===== src/rtl/if_fetch_pkg.sv =====
// Shared definitions for the instruction-fetch stage.
package if_fetch_pkg;

   // Fetch FSM: issue a request, then wait for its read data.
   typedef enum logic {
      S_REQ,
      S_RESP
   } fetch_state_e;

   localparam logic [31:0] RESET_PC_DEF = 32'h1c000000;
   localparam int unsigned PC_INC       = 4;

endpackage


===== src/rtl/if_fetch_buf.sv =====
// One-entry {pc, inst, valid} holding buffer between fetch and IF/ID.
module if_fetch_buf #(
   parameter int unsigned ADDR_W = 32,
   parameter int unsigned INST_W = 32
) (
   input  logic              clk,
   input  logic              rst,
   input  logic              load_i,
   input  logic              consume_i,
   input  logic              flush_i,
   input  logic [ADDR_W-1:0] load_pc_i,
   input  logic [INST_W-1:0] load_inst_i,
   output logic              valid_o,
   output logic [ADDR_W-1:0] pc_o,
   output logic [INST_W-1:0] inst_o
);

   logic              valid_q;
   logic [ADDR_W-1:0] pc_q;
   logic [INST_W-1:0] inst_q;

   // Flush beats load beats consume; a load in the consume cycle refills the entry.
   always_ff @(posedge clk) begin
      if (rst) begin
         valid_q <= 1'b0;
         pc_q    <= '0;
         inst_q  <= '0;
      end else if (flush_i) begin
         valid_q <= 1'b0;
      end else if (load_i) begin
         valid_q <= 1'b1;
         pc_q    <= load_pc_i;
         inst_q  <= load_inst_i;
      end else if (consume_i) begin
         valid_q <= 1'b0;
      end
   end

   assign valid_o = valid_q;
   assign pc_o    = pc_q;
   assign inst_o  = inst_q;

endmodule


===== src/rtl/if_fetch.sv =====
// Instruction-fetch stage: owns the PC, fetches over req/gnt + rvalid, applies
// redirects and presents one buffered {pc, inst} to the IF/ID register.
module if_fetch
   import if_fetch_pkg::*;
#(
   parameter int unsigned       ADDR_W   = 32,
   parameter int unsigned       INST_W   = 32,
   parameter logic [ADDR_W-1:0] RESET_PC = ADDR_W'(RESET_PC_DEF)
) (
   input  logic              clk,
   input  logic              rst,
   input  logic [5:0]        pause,
   input  logic              flush,
   input  logic [ADDR_W-1:0] flush_pc,
   input  logic              branch_flag,
   input  logic [ADDR_W-1:0] branch_pc,
   output logic              inst_req,
   output logic [ADDR_W-1:0] inst_addr,
   input  logic              inst_gnt,
   input  logic              inst_rvalid,
   input  logic [INST_W-1:0] inst_rdata,
   output logic [ADDR_W-1:0] if_pc,
   output logic [INST_W-1:0] if_inst,
   output logic              pause_req_if
);

   fetch_state_e      state_q, state_d;
   logic [ADDR_W-1:0] pc_q, pc_d;
   logic              discard_q, discard_d;
   logic              redir_pend_q, redir_pend_d;
   logic [ADDR_W-1:0] pend_pc_q, pend_pc_d;

   logic              out_valid;
   logic [ADDR_W-1:0] buf_pc;
   logic [INST_W-1:0] buf_inst;
   logic              buf_load, buf_flush, buf_consume;
   logic              redir;
   logic [ADDR_W-1:0] redir_pc;
   logic              rst_discard;
   logic              unused_pause;

   assign unused_pause = ^pause[5:2];

   assign redir       = flush | branch_flag;
   assign redir_pc    = flush ? flush_pc : branch_pc;
   assign buf_consume = out_valid & ~pause[1];

   // A discard flag in S_REQ marks a stale response still owed by memory; hold off
   // new requests until it has drained so responses cannot be mismatched.
   assign inst_req  = ~rst & (state_q == S_REQ) & ~discard_q & ~pause[0]
                    & (~out_valid | ~pause[1]);
   assign inst_addr = {pc_q[ADDR_W-1:2], 2'b00};

   // Reset abandons an in-flight transaction; its late rvalid must be swallowed.
   assign rst_discard = ((state_q == S_RESP) | discard_q) & ~inst_rvalid;

   // State register and PC; reset has priority over every redirect.
   always_ff @(posedge clk) begin
      if (rst) begin
         state_q      <= S_REQ;
         pc_q         <= RESET_PC;
         discard_q    <= rst_discard;
         redir_pend_q <= 1'b0;
         pend_pc_q    <= '0;
      end else begin
         state_q      <= state_d;
         pc_q         <= pc_d;
         discard_q    <= discard_d;
         redir_pend_q <= redir_pend_d;
         pend_pc_q    <= pend_pc_d;
      end
   end

   // Next-state, redirect handling and buffer control.
   always_comb begin
      state_d      = state_q;
      pc_d         = pc_q;
      discard_d    = discard_q;
      redir_pend_d = redir_pend_q;
      pend_pc_d    = pend_pc_q;
      buf_load     = 1'b0;
      buf_flush    = redir;
      unique case (state_q)
         S_REQ: begin
            if (discard_q && inst_rvalid) begin
               discard_d = 1'b0;
            end
            if (redir) begin
               if (inst_req && inst_gnt) begin
                  state_d      = S_RESP;
                  discard_d    = 1'b1;
                  redir_pend_d = 1'b1;
                  pend_pc_d    = redir_pc;
               end else begin
                  pc_d = redir_pc;
               end
            end else if (inst_req && inst_gnt) begin
               state_d = S_RESP;
            end
         end
         S_RESP: begin
            if (inst_rvalid) begin
               state_d      = S_REQ;
               discard_d    = 1'b0;
               redir_pend_d = 1'b0;
               if (redir) begin
                  pc_d = redir_pc;
               end else if (discard_q) begin
                  pc_d = redir_pend_q ? pend_pc_q : pc_q;
               end else begin
                  buf_load = 1'b1;
                  pc_d     = pc_q + ADDR_W'(PC_INC);
               end
            end else if (redir) begin
               discard_d    = 1'b1;
               redir_pend_d = 1'b1;
               pend_pc_d    = redir_pc;
            end
         end
         default: state_d = S_REQ;
      endcase
   end

   if_fetch_buf #(
      .ADDR_W (ADDR_W),
      .INST_W (INST_W)
   ) u_buf (
      .clk         (clk),
      .rst         (rst),
      .load_i      (buf_load),
      .consume_i   (buf_consume),
      .flush_i     (buf_flush),
      .load_pc_i   (pc_q),
      .load_inst_i (inst_rdata),
      .valid_o     (out_valid),
      .pc_o        (buf_pc),
      .inst_o      (buf_inst)
   );

   assign if_pc        = out_valid ? buf_pc : '0;
   assign if_inst      = out_valid ? buf_inst : '0;
   assign pause_req_if = ~out_valid & ~rst;

endmodule


===== config.mk =====
export PLATFORM = sky130hd
export DESIGN_NAME = if_fetch
export DESIGN_NICKNAME = d
export VERILOG_FILES = /design/src/rtl/if_fetch_pkg.sv /design/src/rtl/if_fetch_buf.sv /design/src/rtl/if_fetch.sv
export SDC_FILE = /design/constraint.sdc
export NUM_CORES = 1
export LEC_CHECK = 0
export BUFFER_PORTS_ARGS = -buffer_cell sky130_fd_sc_hd__buf_2
export CELL_PAD_IN_SITES_DETAIL_PLACEMENT = 1
export CELL_PAD_IN_SITES_GLOBAL_PLACEMENT = 1
export CORE_MARGIN = 3
export CORE_UTILIZATION = 25
export CTS_CLUSTER_DIAMETER = 80
export DETAILED_ROUTE_END_ITERATION = 7
export PLACE_DENSITY_LB_ADDON = 0.1
export SYNTH_ARGS = -nofsm -noshare
export SYNTH_HDL_FRONTEND = slang
export SYNTH_SLANG_ARGS = --single-unit

===== constraint.sdc =====
create_clock -name clk -period 3.9 [get_ports clk]
set_clock_uncertainty 0.2 [all_clocks]
set_input_delay 1.17 -clock clk [delete_from_list [all_inputs] [get_ports clk]]
set_output_delay 1.17 -clock clk [all_outputs]
set_load 0.02 [all_outputs]

==> flow_summary_export.csv <==
group,metric,value,unit
clock_network,cts-buffers-inserted,17,
setup_path,cp-start-kind,"input pin",
clock_network,cts_max_level,4,
sta,fmaxAchievable,297.7,MHz
setup_path,critPathCaptureType,"primary output",
route,drt-vias-per-instance,4.631,
logic_synthesis,synth_area_leaders,"dfxtp_1 37%, nand2_1 8.4%, a21oi_1 7.4%",
floorplan,start_util,0.2576,
placed_design,post-dp-hpwl,17020,microns
clock_network,cts_setup_buffers,0,
final_layout,nets,1139,
floorplan,rows,60,
setup_path,cp_top_family,"buffers and inverters",
final_layout,final_cells,1414,
sta,hold_viol,0,
setup_path,critPathBufInv,3,
placed_design,gp_congestion,0.7438,
setup_path,worst_path_most_repeated_cell,"buf_2",
setup_path,max_stage_delay,0.26,ns
clock_network,clkLatencyLatePin,0.43,ns
logic_synthesis,yosysWarnings,0,
logic_synthesis,synth_seq_cells,132,
setup_path,cp.required,2.53,ns
sta,setup_viol,0,
grt,grt_start_max_net_pins,83,
floorplan,io_pins,206,
logic_synthesis,yosysSeqAreaShare,0.3768,
route,routed_wl,24650,microns
final_layout,final_util,0.3192,
power_and_ir_drop,p_total,3599,uW
logic_synthesis,netlist_area,7041,sq um
clock_network,root_buffer,"clkbuf_16",
setup_path,cp_slowest_cell,"a211oi_1",
placed_design,place_inst,1383,
power_and_ir_drop,cellPowerDensity,412.6,nW/um^2
grt,grt_pass1_wl,38360,microns
route,ant_nets,0,
floorplan,die_area,30210,sq um
route,drt_iter0_markers,339,
clock_network,cts_tree,"yes",
sta,max_slew_margin,0.5294,
logic_synthesis,synth_ff_type,"dfxtp_1",
logic_synthesis,synthCells,891,
logic_synthesis,synth_edf_count,1,
sta,period_minus_slack,3.359,ns
sta,fin_crit_sh,0.8613,
sta,tightest_slew,0.7059,ns
setup_path,crit_arrival,1.99,ns
final_layout,nFillCells,3357,
final_layout,syn2layout_area_growth,23.90,%
logic_synthesis,syn_area_per_cell,7.902,sq um
logic_synthesis,synthTopCellsByCount,"157 x nand2_1, 131 x dfxtp_1, 104 x a21oi_1",
floorplan,die_h,173.8,microns
logic_synthesis,ys_async_sr_fraction,0,
logic_synthesis,yosysMostFrequentCell,"nand2_1",
clock_network,clockBufferDepth,2,
setup_path,crit_chain,"buf_2 > a211oi_1 > buf_4 > and2_1 > buf_2",
power_and_ir_drop,ir_worst_vdd,0.2676,mV
hold_path,hold_class,"reg -> reg",
logic_synthesis,synth_top_area_cell,"dfxtp_1",
grt,overflow,0,
final_layout,regArea,2654,sq um
grt,first_global_vias,6529,
clock_network,hold_buffers,0,
final_layout,multiInputGateArea,3716,sq um
clock_network,path_clk_slew,0.06,ns
outcome,status,"finished clean",
clock_network,cts_sinks,132,
placed_design,io_buffers,199,
sta,rsz0062_at_grt,"no",
power_and_ir_drop,leakage,0.003570,uW
grt,track_usage,0.1605,
setup_path,crit_fanout,4,
sta,setup_tns,0,ns
floorplan,core,27330,sq um
logic_synthesis,synth_top_area_share,0.3725,
route,wl_per_cell,17.43,microns
final_layout,antennaDiodeCount,0,
floorplan,die_w,173.8,microns
sta,slew_viol_final,0,
route,drc_errors,0,
run,drv_cap,0,
logic_synthesis,ys_types,72,
sta,hold_ws,0.2474,ns
final_layout,drive_gt1_frac,0.2783,
route,first_pass_iters,4,
setup_path,crit_type,"in -> out",
grt,antenna_found_initial,1,
route,vias,6548,
clock_network,cts.repair.resized,0,
==> metrics by stage <==
step                      cell area, sq um  setup slack (ns)
after global routing                  8723            0.4883
after detailed placement              8140            0.5494
after floorplan                       7044            0.5964
final                                 8723            0.5409
after global placement                8140            0.5657
after CTS                             8723            0.5252
==> cells by family (layout without fill, tap and decap cells) <==
family | after synthesis | after routing | synth area share
simple gates | 374 | 374 | 0.2644
compound gates | 219 | 219 | 0.1910
flops | 132 | 132 | 0.3768
buf+inv | 116 | 266 | 0.09792
mux | 40 | 40 | 0.05758
xor+xnor | 8 | 8 | 0.009952
fa+ha+maj | 1 | 1 | 0.001777
other cells | 1 | 2 | 0.0005326
==> cell usage in the layout (no fill, tap or decap), types with 3 or more instances in the layout <==
master and n:
a211oi_1 39, a21oi_1 104, a31oi_1 6, and2_1 65
buf_12 5, buf_2 198, buf_4 25, clkbuf_16 18
clkinv_2 5, clkinvlp_4 4, dfxtp_1 130, inv_1 6
mux2_2 4, mux2i_1 36, nand2_1 156, nand3_1 10
nand4_1 5, nor2_1 61, nor2b_1 3, nor3_1 25
nor4_1 12, nor4_2 3, o211ai_1 5, o21ai_0 28
o22ai_1 8, o31ai_1 4, or3_1 6, xnor2_1 3
xor2_1 5
==> area by class of cell <==
class / instances / area share
inverters: 7 / 0.003012
well taps: 372 / 0.05336
clock inverters: 13 / 0.01520
clock buffers: 18 / 0.05164
multi-input cells: 644 / 0.4260
repair buffers: 228 / 0.1466
flip-flops and latches: 132 / 0.3042
==> path summary, 6_finish.rpt <==
path | from | endpoint | slack (ns) | depth (start not counted)
worst min-delay path | u_buf.inst_o[29]$_SDFFE_PP0P_ | u_buf.inst_o[29]$_SDFFE_PP0P_ | 0.25 | 2
worst min register to register | u_buf.inst_o[29]$_SDFFE_PP0P_ | u_buf.inst_o[29]$_SDFFE_PP0P_ | 0.25 | 2
worst max-delay path | pause[1] | inst_req | 0.54 | 5
worst max register to register | discard_q$_DFFE_PP_ | pend_pc_q[12]$_SDFFE_PP0P_ | 1.17 | 6
==> routing by layer <==
| layer | GRT usage | wire length, microns |
|---|---|---|
| met1 | 0.2370 | 12730 |
| met2 | 0.2371 | 10380 |
| met3 | 0.03438 | 1328 |
| met4 | 0.03854 | 211 |
| met5 | 0 | 0 |
==> power by group <==
part	total [uW]	switching, uW	internal [uW]	leakage [uW]
Sequential	1490	79.1	1410	0.00108
Combinational	483	293	191	0.00221
Clock	1630	654	972	0.000279
==> sequential cells by signal (all words and copies together), names as in the netlist <==
| register | count |
|---|---|
| discard_q | 1 |
| pc_q | 32 |
| pend_pc_q | 32 |
| redir_pend_q | 1 |
| state_q | 1 |
| u_buf.inst_o | 32 |
| u_buf.pc_o | 32 |
| u_buf.valid_o | 1 |
==> tightest hold or removal path: stages, from the launching register on <==
cell     delay, ns
dfxtp_1       0.30
nand2_1       0.05
a21oi_1       0.05
No activity file was read; power rests on OpenSTA's default activity.
